--- src/rtl/alu_pipe.sv ---
// alu_pipe: 2-stage pipelined ALU with a valid/ready handshake and full backpressure.
// Define ALU_PIPE_ACT_CNT_EN to add the result toggle-activity counter (clr_act / act_cnt).
module alu_pipe #(
    parameter int WIDTH = 8,
    parameter int ACT_W = 16
) (
    input  logic             clk,
    input  logic             rst_n,
    input  logic             in_valid,
    output logic             in_ready,
    input  logic [WIDTH-1:0] a,
    input  logic [WIDTH-1:0] b,
    input  logic [2:0]       op,
    input  logic             cin,
    output logic             out_valid,
    input  logic             out_ready,
    output logic [WIDTH-1:0] result,
    output logic             carry,
    output logic             zero,
    output logic             overflow,
    output logic             negative
`ifdef ALU_PIPE_ACT_CNT_EN
    ,
    input  logic             clr_act,
    output logic [ACT_W-1:0] act_cnt
`endif
);

    localparam int SH_W = $clog2(WIDTH);
    localparam int MSB  = WIDTH - 1;

    typedef enum logic [2:0] {
        OP_ADD = 3'b000,
        OP_SUB = 3'b001,
        OP_AND = 3'b010,
        OP_OR  = 3'b011,
        OP_XOR = 3'b100,
        OP_ADC = 3'b101,
        OP_SHL = 3'b110,
        OP_SHR = 3'b111
    } op_e;

    logic             s1_valid;
    logic [WIDTH-1:0] s1_a;
    logic [WIDTH-1:0] s1_b;
    logic [2:0]       s1_op;
    logic             s1_cin;
    logic             s2_valid;
    logic             adv1;
    logic             adv2;

    logic [WIDTH:0]   ext_a;
    logic [WIDTH:0]   ext_b;
    logic [WIDTH:0]   calc;
    logic [WIDTH:0]   shl_ext;
    logic [WIDTH:0]   shr_ext;
    logic [SH_W-1:0]  sh;
    logic [WIDTH-1:0] nxt_result;
    logic             nxt_carry;
    logic             nxt_ovf;

    assign adv2      = !s2_valid || out_ready;
    assign adv1      = !s1_valid || adv2;
    assign in_ready  = adv1;
    assign out_valid = s2_valid;

    always_ff @(posedge clk or negedge rst_n) begin
        if (!rst_n) begin
            s1_valid <= 1'b0;
            s1_a     <= '0;
            s1_b     <= '0;
            s1_op    <= '0;
            s1_cin   <= 1'b0;
        end else if (adv1) begin
            s1_valid <= in_valid;
            if (in_valid) begin
                s1_a   <= a;
                s1_b   <= b;
                s1_op  <= op;
                s1_cin <= cin;
            end
        end
    end

    // Everything is computed one bit wider so carry/borrow falls out of bit WIDTH;
    // SHR shifts a copy padded with a low zero so the last bit shifted out lands in bit 0.
    always_comb begin
        ext_a     = {1'b0, s1_a};
        ext_b     = {1'b0, s1_b};
        sh        = s1_b[SH_W-1:0];
        shl_ext   = ext_a << sh;
        shr_ext   = {s1_a, 1'b0} >> sh;
        calc      = '0;
        nxt_carry = 1'b0;
        nxt_ovf   = 1'b0;
        case (op_e'(s1_op))
            OP_ADD, OP_ADC: begin
                calc      = ext_a + ext_b + {{WIDTH{1'b0}}, (s1_op == OP_ADC) && s1_cin};
                nxt_carry = calc[WIDTH];
                nxt_ovf   = (s1_a[MSB] == s1_b[MSB]) && (calc[MSB] != s1_a[MSB]);
            end
            OP_SUB: begin
                calc      = ext_a - ext_b;
                nxt_carry = calc[WIDTH];
                nxt_ovf   = (s1_a[MSB] != s1_b[MSB]) && (calc[MSB] != s1_a[MSB]);
            end
            OP_AND: calc = {1'b0, s1_a & s1_b};
            OP_OR:  calc = {1'b0, s1_a | s1_b};
            OP_XOR: calc = {1'b0, s1_a ^ s1_b};
            OP_SHL: begin
                calc      = shl_ext;
                nxt_carry = shl_ext[WIDTH];
            end
            OP_SHR: begin
                calc      = {1'b0, shr_ext[WIDTH:1]};
                nxt_carry = shr_ext[0];
            end
            default: calc = '0;
        endcase
        nxt_result = calc[WIDTH-1:0];
    end

    always_ff @(posedge clk or negedge rst_n) begin
        if (!rst_n) begin
            s2_valid <= 1'b0;
            result   <= '0;
            carry    <= 1'b0;
            zero     <= 1'b0;
            overflow <= 1'b0;
            negative <= 1'b0;
        end else if (adv2) begin
            s2_valid <= s1_valid;
            if (s1_valid) begin
                result   <= nxt_result;
                carry    <= nxt_carry;
                zero     <= (nxt_result == '0);
                overflow <= nxt_ovf;
                negative <= nxt_result[MSB];
            end
        end
    end

`ifdef ALU_PIPE_ACT_CNT_EN
    localparam int POP_W = $clog2(WIDTH + 1);

    logic [POP_W-1:0] toggles;
    logic [ACT_W:0]   act_sum;

    // Toggle count between the result about to be loaded and the one currently held.
    always_comb begin
        toggles = '0;
        for (int i = 0; i < WIDTH; i++) begin
            toggles = toggles + POP_W'(nxt_result[i] ^ result[i]);
        end
        act_sum = {1'b0, act_cnt} + (ACT_W + 1)'(toggles);
    end

    always_ff @(posedge clk or negedge rst_n) begin
        if (!rst_n) begin
            act_cnt <= '0;
        end else if (clr_act) begin
            act_cnt <= '0;
        end else if (adv2 && s1_valid) begin
            act_cnt <= act_sum[ACT_W] ? '1 : act_sum[ACT_W-1:0];
        end
    end
`endif

endmodule

--- config.mk ---
export PLATFORM = sky130hd
export DESIGN_NAME = alu_pipe
export DESIGN_NICKNAME = d
export VERILOG_FILES = /design/src/rtl/alu_pipe.sv
export SDC_FILE = /design/constraint.sdc
export NUM_CORES = 1
export LEC_CHECK = 0
export BUFFER_PORTS_ARGS = -buffer_cell sky130_fd_sc_hd__clkbuf_2
export CAP_MARGIN = 20
export CORE_ASPECT_RATIO = 1.2
export CORE_MARGIN = 2
export CORE_UTILIZATION = 45
export CTS_BUF_LIST = sky130_fd_sc_hd__clkbuf_2
export DETAILED_ROUTE_END_ITERATION = 10
export GPL_ROUTABILITY_DRIVEN = 0
export GPL_TIMING_DRIVEN = 0
export PLACE_DENSITY = 0.66
export SETUP_SLACK_MARGIN = 0.3
export SYNTH_ARGS = -nofsm -noshare
export SYNTH_HDL_FRONTEND = slang
export SYNTH_SLANG_ARGS = --single-unit
export TNS_END_PERCENT = 100
--- constraint.sdc ---
create_clock -name clk -period 3.4 [get_ports clk]
set_input_delay 0.68 -clock clk [delete_from_list [all_inputs] [get_ports clk]]
set_output_delay 0.68 -clock clk [all_outputs]
set_load 0.005 [all_outputs]
==> metrics.cfg <==
[setup_path]
critPathMaxFanout = 9
crit_arrival_ns = 3.31
worstRegToRegCells = 13
crit_path_end = zero
worstPathRequired_ns = 3.71
rr_endpoint = zero
cp-start-kind = register
end_kind = register
regToRegStartpoint = s1_op[2]
cp-startpoint = s1_op[2]
r2r_slack_ns = 0.40
worstSetupPathType = register to register

[place]
preCtsSetupSlack_ns = -0.2707
io_buffers = 37
dp_hpwl_um = 6573
dp_cells = 459

[synthesis]
ys_seq_area_frac = 0.2717
synth_nets = 389
synth_flop_cell = dfrtp_1
yosys_warnings = 0
avgSynthCellArea_um2 = 9.018
synth_cell_types = 58
ys_seq_elements = 33
netlist_instances = 337
synthArstFlopShare = 1.000
syn_area_um2 = 3039
synth_edf_count = 0

[timing]
slew_viol_final = 0
rsz0062_at_grt = no
skew_ns = 0.04092
setup_violations = 0
finalSetupTns_ns = 0
period_share = 0.8813
relSlewSlack = 0.4375
worstMarginPinSlew_ns = 0.8438
min_period_ns = 2.996
fin_ws_ns = 0.4037
final-hold-violation-count = 0
fmax_mhz = 333.7

[clock_tree]
clockBufferDepth = 2
cts_sinks = 33
cts_root_buffer = clkbuf_2
insertion_delay_ns = 0.44
htree_levels = 2
tritoncts = yes
clk_pin_slew_ns = 0.25
cts_buffers = 5
cts-hold-fix-buffers = 0

[pwr]
p_per_area_nw_per_um2 = 524.7
ir_worst_vdd_v = 0.0002297
p_leak_nw = 1.546

[layout]
layout.cells.non_filler = 469
drive_above_1_share = 0.2865
fill_cells = 633
fin_nets = 435
area_delta_synth_final_pct = 13.54
n_antenna_cell = 0

[floorplan]
num_rows = 32
coreArea_um2 = 6486
start_util = 0.4686
die_h_um = 94.03
die_area_um2 = 7430
io_pins = 38
die_x_um = 79.02

[global_route]
grt_first_pass_wirelength_um = 13880
grt.total_usage = 0.2426
antenna_found_initial = 0
overflow = 0
grt_pass1_vias = 2798
grt_max_degree = 34

[route]
drt-total-wl_um = 8586
wl_per_cell_um = 18.31
drt-initial-drc-count = 255
vias = 2880
drtAntennaViolNets = 0
dr.pass1.iters = 5
routed_via_density = 6.141
drc_errors = 0

[run]
max-cap-violations = 0

[status]
outcome = finished, final reports clean

[min_path]
min_path_type = primary input to async pin

-- worst min path at each step --
| stage | end | depth (start not counted) | startpoint |
|---|---|---|---|
| 2_1_floorplan | carry | 0 | rst_n |
| 3_3_place_gp | result[3] | 2 | result[3] |
| 3_5_place_dp | zero | 2 | zero |
| 4_1_cts | s1_b[4] | 1 | rst_n |
| 5_1_grt | result[4] | 1 | rst_n |
| 6_report | s1_b[4] | 1 | rst_n |
-- final cells by class --
cell class / instances / area [µm²] / share of cell area
tap: 85 / 106.4 / 0.03082
inverter: 22 / 82.58 / 0.02393
timing repair buffer: 39 / 200.2 / 0.05801
sequential: 33 / 830.8 / 0.2408
buffer: 23 / 145.1 / 0.04206
multi-input combinational: 259 / 2043 / 0.5921
clock buffer: 5 / 25.02 / 0.007252
clock inverter: 3 / 17.52 / 0.005076
-- where the power goes --
part / leakage [nW] / internal, mW / switching (mW)
combinational: 1.13 / 0.455 / 0.574
sequential: 0.386 / 0.481 / 0.0895
clock: 0.0287 / 0.0478 / 0.164
total: 1.55 / 0.984 / 0.827
-- Yosys cell counts (2+ instances only) --
| cell type | number | area (µm²) |
|---|---|---|
| nor2_1 | 26 | 97.59 |
| a211oi_1 | 9 | 67.56 |
| buf_2 | 6 | 30.03 |
| a31o_2 | 3 | 26.28 |
| a32oi_1 | 3 | 26.28 |
| o21ai_1 | 2 | 10.01 |
| o21a_1 | 2 | 15.01 |
| mux4_2 | 6 | 135.1 |
| fa_1 | 3 | 60.06 |
| o221ai_1 | 3 | 26.28 |
| nand4_1 | 2 | 12.51 |
| ha_1 | 25 | 312.8 |
| dfrtp_1 | 33 | 825.8 |
| xor2_1 | 3 | 26.28 |
| a2111oi_0 | 2 | 17.52 |
| inv_1 | 21 | 78.83 |
| o2111ai_1 | 2 | 17.52 |
| nand3_1 | 4 | 20.02 |
| nand2b_1 | 12 | 75.07 |
| clkbuf_1 | 11 | 41.29 |
| a221oi_1 | 2 | 17.52 |
| a21o_1 | 4 | 30.03 |
| or3_1 | 3 | 18.77 |
| a311oi_1 | 2 | 17.52 |
| and3_1 | 3 | 18.77 |
| o21ai_0 | 21 | 105.1 |
| a31oi_1 | 4 | 25.02 |
| o21bai_1 | 2 | 15.01 |
| o211ai_1 | 5 | 37.54 |
| buf_4 | 3 | 22.52 |
| or4_1 | 2 | 15.01 |
| nand3b_1 | 3 | 22.52 |
| mux2i_1 | 5 | 50.05 |
| nor3_1 | 7 | 35.03 |
| xnor2_1 | 2 | 17.52 |
| or2_2 | 2 | 12.51 |
| mux2_2 | 24 | 270.3 |
| a221o_1 | 3 | 30.03 |
| a21oi_1 | 15 | 75.07 |
| nor2b_1 | 5 | 31.28 |
| nand2_1 | 25 | 93.84 |
-- critical path: stages, from the launching register on --
cell      delay, ns
dfrtp_1        0.37
buf_2          0.19
nor2b_1        0.25
and3_1         0.21
fa_2           0.21
inv_1          0.06
fa_2           0.40
nand2b_1       0.17
a21oi_2        0.22
a31o_4         0.20
nor3_2         0.05
a221o_1        0.31
o21ai_2        0.14
o41ai_2        0.09
-- state kept, by name (all words and copies together) (netlist names) --
name	count
s1_op	3
out_valid	1
carry	1
s1_b	8
s1_cin	1
s1_valid	1
overflow	1
result	8
zero	1
s1_a	8
-- metal layers --
layer  wire length, µm  share of wire  up-vias  global-route usage
li1                  -              -     1317                   -
met1              3511           0.41     1372              0.3097
met2              4021           0.47      152              0.3849
met3               586          0.068       39             0.04038
met4               467          0.054        0              0.1408
met5                 0              0        -                   0
-- logic make-up after synthesis --
| family | share of synthesized area |
|---|---|
| multiplexers | 0.1499 |
| flip-flops | 0.2717 |
| AND/OR/NAND/NOR | 0.1618 |
| buffers and inverters | 0.06793 |
| adder cells (fa/ha/maj) | 0.1227 |
| XOR/XNOR | 0.01441 |
| AO/OA/AOI/OAI | 0.2116 |
-- layout by cell type, fill, tap and decap left out, drive strengths merged, types with 4 or more instances in the layout --
cell / count
a21o: 4
buf: 14
clkbuf: 53
a21oi: 15
nand2: 25
mux2i: 5
a31oi: 4
inv: 21
nor2b: 5
mux2: 24
o21ai: 23
o211ai: 5
nor3: 7
dfrtp: 33
nor2: 26
nand2b: 12
a211oi: 9
nand3: 4
ha: 25
mux4: 6
-- repair_timing --
| action | CTS | global route |
|---|---|---|
| hold endpoints to repair | 0 | 0 |
| endpoints found under the setup margin | 6 | 1 |
| setup buffers | 2 | 0 |
| resized for setup | 10 | 11 |
| pin swaps | 1 | 5 |
-- through the flow --
| step | instance area (µm²) | power (mW) | hold slack, ns | util |
|---|---|---|---|---|
| after global placement | 3331 | 1.515 | 0.4604 | 0.5135 |
| after CTS | 3412 | 1.773 | 0.3799 | 0.5260 |
| after detailed placement | 3331 | 1.539 | 0.4649 | 0.5135 |
| after floorplan | 3039 | 1.244 | 0.3844 | - |
| after global routing | 3451 | 1.950 | 0.3933 | 0.5320 |
| final | 3451 | 1.811 | 0.2907 | 0.5320 |
Power figures use the tool's default switching activity.
